## src/rtl/rocca_s_dbg_pkg.sv

```systemverilog
// Shared definitions for the deadlock reporter: FSM encoding, report word layout, defaults.
package rocca_s_dbg_pkg;

    // FSM encoding; the numeric values are visible on state_dbg
    typedef enum logic [1:0] {
        StIdle   = 2'd0,
        StCount  = 2'd1,
        StReport = 2'd2,
        StHold   = 2'd3
    } dbg_state_t;

    // Report word layout: {seq, inst_idle snapshot, axis_block snapshot}, axis_block at the LSBs
    localparam int unsigned SEQ_W        = 8;
    localparam int unsigned AXIS_LSB     = 0;
    localparam int unsigned DEF_NUM_AXIS = 5;
    localparam int unsigned DEF_NUM_INST = 4;
    localparam int unsigned DEF_TIMEOUT  = 1024;

    // Field offsets for the default channel counts
    localparam int unsigned IDLE_LSB = AXIS_LSB + DEF_NUM_AXIS;
    localparam int unsigned SEQ_LSB  = IDLE_LSB + DEF_NUM_INST;

    // Field offsets for arbitrary channel counts
    function automatic int unsigned idle_lsb(input int unsigned num_axis);
        return AXIS_LSB + num_axis;
    endfunction

    function automatic int unsigned seq_lsb(input int unsigned num_axis,
                                            input int unsigned num_inst);
        return AXIS_LSB + num_axis + num_inst;
    endfunction

endpackage

```

## src/rtl/rocca_s_persist_counter.sv

```systemverilog
// Saturating persistence counter; flags terminal count at TIMEOUT-1.
module rocca_s_persist_counter #(
    parameter int unsigned TIMEOUT = 1024,
    parameter int unsigned CNT_W   = 16
) (
    input  logic             clock,
    input  logic             reset,
    input  logic             clear,
    input  logic             incr,
    output logic [CNT_W-1:0] count,
    output logic             term
);

    localparam logic [CNT_W-1:0] TC_VAL = CNT_W'(TIMEOUT - 1);

    // Count up on incr, stop at terminal count so the counter can never wrap
    always_ff @(posedge clock) begin
        if (reset || clear) begin
            count <= '0;
        end else if (incr && (count != TC_VAL)) begin
            count <= count + CNT_W'(1);
        end
    end

    // Terminal count is decoded from the registered value
    always_comb begin
        term = (count == TC_VAL);
    end

endmodule

```

## src/rtl/rocca_s_deadlock_reporter.sv

```systemverilog
// Qualifies the deadlock monitor's block output with a persistence timeout, snapshots the
// block/idle vectors on a confirmed deadlock, and emits one report word per episode.
module rocca_s_deadlock_reporter
    import rocca_s_dbg_pkg::*;
#(
    parameter int unsigned NUM_AXIS = 5,
    parameter int unsigned NUM_INST = 4,
    parameter int unsigned TIMEOUT  = DEF_TIMEOUT,
    parameter int unsigned CNT_W    = 16
) (
    input  logic                               clock,
    input  logic                               reset,
    input  logic                               block_in,
    input  logic [NUM_AXIS-1:0]                axis_block_sigs,
    input  logic [NUM_INST-1:0]                inst_idle_sigs,
    input  logic                               clear,
    output logic                               report_valid,
    input  logic                               report_ready,
    output logic [NUM_AXIS+NUM_INST+SEQ_W-1:0] report_data,
    output logic                               deadlock_flag,
    output logic [1:0]                         state_dbg
);

    localparam int unsigned I_LSB = idle_lsb(NUM_AXIS);
    localparam int unsigned S_LSB = seq_lsb(NUM_AXIS, NUM_INST);

    dbg_state_t       state;
    logic [SEQ_W-1:0] seq;
    logic             cnt_incr;
    logic             cnt_clear;
    logic             cnt_term;
    logic [CNT_W-1:0] cnt;

    // Counter runs only while a block run is being qualified; any other cycle zeroes it
    always_comb begin
        cnt_incr  = block_in && ((state == StIdle) || (state == StCount));
        cnt_clear = !cnt_incr;
    end

    rocca_s_persist_counter #(
        .TIMEOUT (TIMEOUT),
        .CNT_W   (CNT_W)
    ) u_persist (
        .clock (clock),
        .reset (reset),
        .clear (cnt_clear),
        .incr  (cnt_incr),
        .count (cnt),
        .term  (cnt_term)
    );

    // Main FSM with registered report, sticky flag and sequence number
    always_ff @(posedge clock) begin
        if (reset) begin
            state         <= StIdle;
            report_valid  <= 1'b0;
            report_data   <= '0;
            deadlock_flag <= 1'b0;
            seq           <= '0;
        end else begin
            // Clear drops the flag; the REPORT-entry branch below overrides it
            if (clear) begin
                deadlock_flag <= 1'b0;
            end
            unique case (state)
                StIdle: begin
                    if (block_in) begin
                        state <= StCount;
                    end
                end
                StCount: begin
                    if (!block_in) begin
                        state <= StIdle;
                    end else if (cnt_term) begin
                        state                              <= StReport;
                        report_data[AXIS_LSB +: NUM_AXIS]  <= axis_block_sigs;
                        report_data[I_LSB +: NUM_INST]     <= inst_idle_sigs;
                        report_data[S_LSB +: SEQ_W]        <= seq;
                        report_valid                       <= 1'b1;
                        deadlock_flag                      <= 1'b1;
                        seq                                <= seq + SEQ_W'(1);
                    end
                end
                StReport: begin
                    // valid is always high here, so ready alone completes the handshake
                    if (report_ready) begin
                        report_valid <= 1'b0;
                        state        <= StHold;
                    end
                end
                StHold: begin
                    // Re-arm only once the block clears, or software forces it
                    if (!block_in || clear) begin
                        state <= StIdle;
                    end
                end
                default: state <= StIdle;
            endcase
        end
    end

    assign state_dbg = state;

endmodule

```

## config.mk

```make
export PLATFORM = sky130hd
export DESIGN_NAME = rocca_s_deadlock_reporter
export DESIGN_NICKNAME = d
export VERILOG_FILES = /design/src/rtl/rocca_s_dbg_pkg.sv /design/src/rtl/rocca_s_persist_counter.sv /design/src/rtl/rocca_s_deadlock_reporter.sv
export SDC_FILE = /design/constraint.sdc
export NUM_CORES = 1
export LEC_CHECK = 0
export ABC_AREA = 1
export CAP_MARGIN = 10
export CORE_MARGIN = 1
export CORE_UTILIZATION = 40
export CTS_CLUSTER_DIAMETER = 60
export CTS_CLUSTER_SIZE = 12
export DETAILED_ROUTE_END_ITERATION = 7
export SLEW_MARGIN = 20
export SYNTH_ARGS = -nofsm -noshare
export SYNTH_HDL_FRONTEND = slang
export SYNTH_SLANG_ARGS = --single-unit
```

## constraint.sdc

```tcl
create_clock -name clock -period 2.3 [get_ports clock]
set_input_delay 0.69 -clock clock [delete_from_list [all_inputs] [get_ports clock]]
set_output_delay 0.69 -clock clock [all_outputs]
set_load 0.02 [all_outputs]
```

==> results of run 1 <==
-- layout by cell type, fill, tap and decap left out, types with 4 or more instances in the layout --
master / Yosys / final
o21ai_0: 13 / 13
inv_2: 4 / 4
clkbuf_8: 0 / 5
clkdlybuf4s50_1: 0 / 34
o21ai_1: 9 / 9
nand3_1: 16 / 16
nor2_4: 4 / 4
a21oi_1: 19 / 19
nor2_1: 75 / 75
buf_4: 0 / 6
inv_1: 29 / 29
nand2_1: 87 / 87
dfxtp_1: 45 / 45
nand4_1: 7 / 7
xnor2_1: 5 / 5
-- state kept, by name, summed over array words and instances, names as in the netlist, named ones only --
register and count:
report_data 17, u_persist.count 16, seq 8, deadlock_flag 1
report_valid 1, state_dbg 1
-- layer usage --
layer | part of all wire [%] | GRT usage, % | vias up
li1 | - | - | 1124
met1 | 48 | 22.1 | 894
met2 | 44 | 29.9 | 34
met3 | 5.9 | 6.43 | 6
met4 | 1.2 | 5.19 | 0
met5 | 0 | 0 | -
-- power by group through the flow --
stage / registers [mW] / logic [mW] / clock network, mW
floorplan: 0.803 / 0.0385 / 0
global placement: 0.802 / 0.0762 / 0
detailed placement: 0.802 / 0.0766 / 0
CTS: 0.783 / 0.0765 / 0.504
global route: 0.784 / 0.0835 / 0.535
finish: 0.783 / 0.0751 / 0.481
-- layout make-up --
cell class                 instances  share of cell area, %
clock buffer                       6                   2.66
clock inverter                     2                  0.367
inverter                          34                   4.73
multi-input combinational        247                   41.9
sequential                        45                   33.0
tap                               70                   3.21
timing repair buffer              40                   14.1
-- per-stage QoR --
step	setup slack, ns	hold slack (ns)	power [mW]	utilization [%]
after floorplan	0.746	0.466	0.842	-
after global placement	0.0938	0.456	0.878	50.5
after detailed placement	0.0522	0.457	0.878	50.5
after CTS	0.0873	0.471	1.36	52.1
after global routing	0.0139	0.488	1.40	52.1
final	0.114	0.467	1.34	52.1
-- worst min path at each step --
| stage | start | endpoint | slack (ns) |
|---|---|---|---|
| after global placement | deadlock_flag | deadlock_flag | 0.46 |
| after CTS | deadlock_flag | deadlock_flag | 0.47 |
| after detailed placement | report_valid | report_valid | 0.46 |
| final | report_valid | report_valid | 0.47 |
| after global routing | deadlock_flag | deadlock_flag | 0.49 |
| after floorplan | u_persist.count[15] | u_persist.count[15] | 0.47 |
-- cells by family after synthesis --
group / after synthesis
buffers and inverters: 44
DFF: 45
and+or+nand+nor: 196
xor gates and xnor gates: 6
adders and majority gates: 2
AOI/OAI and AO/OA: 43
==> impl_metrics.csv, run 1 <==
group,metric,value,unit
floorplan,dieHeight,76.9,um
floorplan,dieArea,0.00591,mm2
placement,placedCellCount,436,
setup_path,path_buf_inv,1,
logic_synthesis,yosys.area_share.adder,1.12,%
setup_path,crit_path_end_kind,"primary output",
drt,vias,2058,
cts,ctsHoldBuffers,0,
logic_synthesis,synthSimpleGateAreaFrac,37.6,%
layout,n_antenna_cell,0,
layout,ff_latch_area,901,um2
global_route,antenna_found_initial,0,
cts,h-tree-depth,2,
sta,slew_headroom,61.5,%
sta,rsz0062_at_grt,"false",
power,p_int,1.03,mW
cts,numCtsBuffers,5,
placement,port_buffers,34,
setup_path,path_class,"register to primary output",
logic_synthesis,muxShareOfSynthArea,0,%
power,p_per_area,491,mW/mm2
sta,maxSlewViolCount,0,
power,seqPwrFrac,58.5,%
layout,multiInputGateArea,0.00114,mm2
logic_synthesis,yosysMostFrequentCell,"nand2_1",
power,switchingPower,0.312,mW
run_status,outcome,"finished clean",
drt,routed_via_density,4.64,
power,sw_frac_of_total,23.3,%
logic_synthesis,yosys-top-cells-count,"87 x nand2_1, 75 x nor2_1, 45 x dfxtp_1",
setup_path,crit_end,"state_dbg[1]",
sta,tightest_slew,0.577,ns
layout,finalInstanceArea,0.00273,mm2
sta,setup_viol,0,
logic_synthesis,ys_warn_count,0,
setup_path,start_kind,"register",
job,drv_cap,0,
logic_synthesis,synth_xor_area_share,2.34,%
global_route,grt_pass1_wl,8630,um
logic_synthesis,syn_area,0.00224,mm2
power,ir_drop,0.000304,V
cts,path_clk_slew,0.08,ns
drt,wl_per_cell,10.9,um
global_route,grt_pass1_vias,1956,
placement,placed_cell_area,0.00264,mm2
cts,cts_tree,"done",
layout,stdcell_count,444,
setup_path,cp_top_family,"buffers and inverters",
setup_path,cp_slowest_stage_delay,0.69,ns
floorplan,coreArea,0.00524,mm2
setup_path,reg2reg_slack,0.52,ns
cts,post_cts_resized,0,
global_route,grt_max_degree,24,
logic_synthesis,ys_ff_latch,45,
global_route,track_usage,18.1,%
drt,routed_wl,4820,um
setup_path,crit_fanout,8,
worst_hold_path,min_path_type,"register to register",
setup_path,r2r-start,"u_persist.count[0]",
cts,cts_setup_buffers,0,
power,p_comb_share,5.6,%
logic_synthesis,synth.net_count,352,
drt,drt-initial-drc-count,68,
layout,drive_above_1_share,7.49,%
logic_synthesis,synthArstFlopShare,0,%
setup_path,required,1.61,ns
logic_synthesis,yosysSeqAreaShare,40.2,%
power,clkPwrFrac,35.9,%
setup_path,cp_slowest_cell,"clkdlybuf4s50_1",
placement,gp_congestion,0.823,
setup_path,worstSetupPathDepth,1,
power,leakagePower,1.12,nW
logic_synthesis,yosys-top-cells-area,"dfxtp_1 40%, nand2_1 15%, nor2_1 13%",
layout,fillers,551,
sta,clock.fmax,457,MHz
cts,clock_latency,0.30,ns
logic_synthesis,synth_cell_types,25,
setup_path,cp.arrival,1.50,ns
logic_synthesis,synth_top_family_by_area,"simple AND/OR/NAND/NOR gates",
logic_synthesis,syn_avg_cell_area,6.67,um2
cts,clockBufferDepth,2,
sta,period_share,95.1,%
setup_path,reg2reg_to,"seq[2]",
logic_synthesis,syn_inst,336,
floorplan,start_util,42.8,%
logic_synthesis,synth-compound-area-share,9.82,%
drt,drc_errors,0,
sta,tns,0,ns
layout,area_growth,21.6,%
placement,dpl.hpwl,3500,um
logic_synthesis,synth_top_area_cell,"dfxtp_1",
logic_synthesis,synth_ff_type,"dfxtp_1",
drt,drt_first_pass_iters,4,
setup_path,r2r_cells,8,
drt,antenna_left,0,
cts,numClockSinks,45,
logic_synthesis,synth_top_area_share,40.2,%
floorplan,dieWidth,76.9,um
logic_synthesis,synth-edff-count,0,
global_route,grt-ovfl-total,0,
worst_hold_path,min_path_cells,2,
floorplan,rows,26,
sta,hold_viol,0,
sta,fin_skew,0.00708,ns
cts,cts_root_buffer,"clkbuf_8",
floorplan,pin_count,35,
layout,fin_nets,389,
sta,min_period,2.19,ns
setup_path,cp_cell_sequence,"clkdlybuf4s50_1",
No activity file was read; power rests on OpenSTA's default activity.
==> inputs of run 2 (changes only) <==
- ABC_AREA: 1 -> 0
- CORE_UTILIZATION: 40 -> 56
- PLACE_DENSITY: unset -> 0.84
==> impl_metrics.csv, run 2 <==
group,metric,value,unit
layout,stdcell_count,330,
sta,maxSlewViolCount,0,
logic_synthesis,synth_ff_type,"dfxtp_1",
floorplan,start_util,60.1,%
logic_synthesis,ys_warn_count,0,
sta,rsz0062_at_grt,"false",
floorplan,rows,21,
sta,slew_headroom,68.3,%
sta,fin_skew,0.00369,ns
placement,placed_cell_area,0.00247,mm2
cts,ctsHoldBuffers,0,
layout,final_cell_mix,"45 x dfxtp_1, 43 x a21oi_1, 34 x clkdlybuf4s50_1, 33 x o21ai_0, 29 x nand3_1",
cts,clockBufferDepth,2,
power,p_per_area,472,mW/mm2
setup_path,cp_top_family,"buffers and inverters",
drt,vias,2011,
logic_synthesis,synth.net_count,263,
global_route,grt-ovfl-total,0,
setup_path,crit_path_end_kind,"primary output",
cts,numClockSinks,45,
setup_path,crit_fanout,9,
layout,post-route-util,73.8,%
power,leakagePower,0.783,nW
cts,numCtsBuffers,5,
layout,multiInputGateArea,0.00106,mm2
floorplan,dieHeight,62.6,um
layout,finalInstanceArea,0.00252,mm2
setup_path,start_kind,"register",
drt,drc_errors,0,
global_route,grt_pass1_wl,8140,um
logic_synthesis,yosysSeqAreaShare,43.9,%
layout,reg_top3,"report_data: 17 flops, u_persist.count: 16 flops, seq: 8 flops",
floorplan,pin_count,35,
sta,period_share,95.4,%
layout,fin_nets,299,
cts,cts_setup_buffers,0,
placement,port_buffers,34,
setup_path,required,1.61,ns
layout,area_growth,22.9,%
setup_path,cp_slowest_stage_delay,0.66,ns
job,drv_cap,0,
setup_path,cp_cell_sequence,"clkdlybuf4s50_1",
layout,fillers,271,
logic_synthesis,synth_cell_types,33,
layout,drive_above_1_share,8.80,%
run_status,outcome,"finished clean",
floorplan,dieWidth,62.6,um
drt,routed_wl,4640,um
sta,tns,0,ns
worst_hold_path,min_path_type,"register to register",
sta,setup_viol,0,
placement,placedCellCount,322,
sta,hold_slack,0.483,ns
global_route,grt_max_degree,28,
sta,hold_viol,0,
global_route,antenna_found_initial,0,
drt,wl_per_cell,14.1,um
sta,clock.fmax,456,MHz
layout,ff_latch_area,901,um2
cts,clock_latency,0.34,ns
sta,min_period,2.19,ns
drt,routed_via_density,6.09,
layout,n_antenna_cell,0,
drt,antenna_left,0,
cts,cts_tree,"done",
logic_synthesis,synthArstFlopShare,0,%
setup_path,cp_slowest_cell,"clkdlybuf4s50_1",
placement,pre_cts_ws,-0.124,ns
sta,finalWorstSetupSlack,0.105,ns
cts,path_clk_slew,0.12,ns
drt,drt_first_pass_iters,5,
cts,post_cts_resized,0,
logic_synthesis,syn_inst,247,
logic_synthesis,synth_top_area_cell,"dfxtp_1",
layout,top_register,"report_data",
layout,largest_register_ffs,17,
power,ir_drop,0.000375,V
logic_synthesis,syn_avg_cell_area,8.31,um2
setup_path,path_buf_inv,1,
logic_synthesis,syn_area,0.00205,mm2
logic_synthesis,yosys-top-cells-count,"45 x dfxtp_1, 43 x a21oi_1, 33 x o21ai_0",
logic_synthesis,synth-edff-count,0,
setup_path,path_class,"register to primary output",
logic_synthesis,yosysMostFrequentCell,"dfxtp_1",
power,finalPower,1.19,mW
placement,gp_congestion,0.845,
floorplan,dieArea,0.00391,mm2
placement,dpl.hpwl,3140,um
floorplan,coreArea,0.00342,mm2
cts,cts_root_buffer,"clkbuf_4",
logic_synthesis,synth_top_area_share,43.9,%
setup_path,cp.arrival,1.50,ns
cts,h-tree-depth,2,
global_route,track_usage,25.5,%
layout,final_common_cell,"dfxtp_1",
drt,drt-initial-drc-count,164,
logic_synthesis,ys_ff_latch,45,
global_route,grt_pass1_vias,1887,
sta,tightest_slew,0.476,ns
logic_synthesis,yosys-top-cells-area,"dfxtp_1 44%, a21oi_1 10%, o21ai_0 8.0%",
-- run 2: cell count changes after synthesis, sizes merged, moves of 6 or more --
cell and delta:
nand2 -79, nor2 -73, inv -29, a21oi +23, nand3 +11, o21ai +11, or3 +10, or4 +10
clkbuf +8, o31ai +8, and4 +6
-- run 2: path summary, 6_finish.rpt --
path	slack, ns	end	cells after the start	from
hold / removal	0.48	report_data[6]	2	report_data[6]
setup / recovery	0.11	state_dbg[0]	1	state_dbg[0]
hold reg to reg	0.48	report_data[6]	2	report_data[6]
setup reg to reg	0.20	seq[4]	5	u_persist.count[0]
-- run 2: layout make-up --
type | instances | area share, %
repair buffers | 46 | 17.6
well taps | 46 | 2.28
inverters | 4 | 0.595
clock buffers | 8 | 1.93
multi-input cells | 181 | 41.9
flip-flops and latches | 45 | 35.7
-- run 2: logic make-up (layout without fill, tap and decap cells) --
group,Yosys count,after routing,synth area share (%)
adders and majority gates,2,2,1.22
and+or+nand+nor,91,91,27.1
DFF,45,45,43.9
buffers and inverters,21,58,4.63
AOI/OAI and AO/OA,86,86,22.3
xor gates and xnor gates,1,1,0.427
muxes,1,1,0.488
-- run 2: where the power goes --
part / switching, mW / leakage, nW / total, mW / internal [mW]
clock: 0.227 / 0.0265 / 0.350 / 0.122
sequential: 0.00534 / 0.363 / 0.788 / 0.782
combinational: 0.0243 / 0.393 / 0.0536 / 0.0293
total: 0.257 / 0.783 / 1.19 / 0.934
-- run 2: per-layer routing --
layer	GRT usage (%)	up-vias	part of all wire [%]
met2	41.7	63	48
met5	0	-	0
met3	4.74	6	4.2
met4	11.6	0	1.1
met1	32.3	942	46
li1	-	1000	-
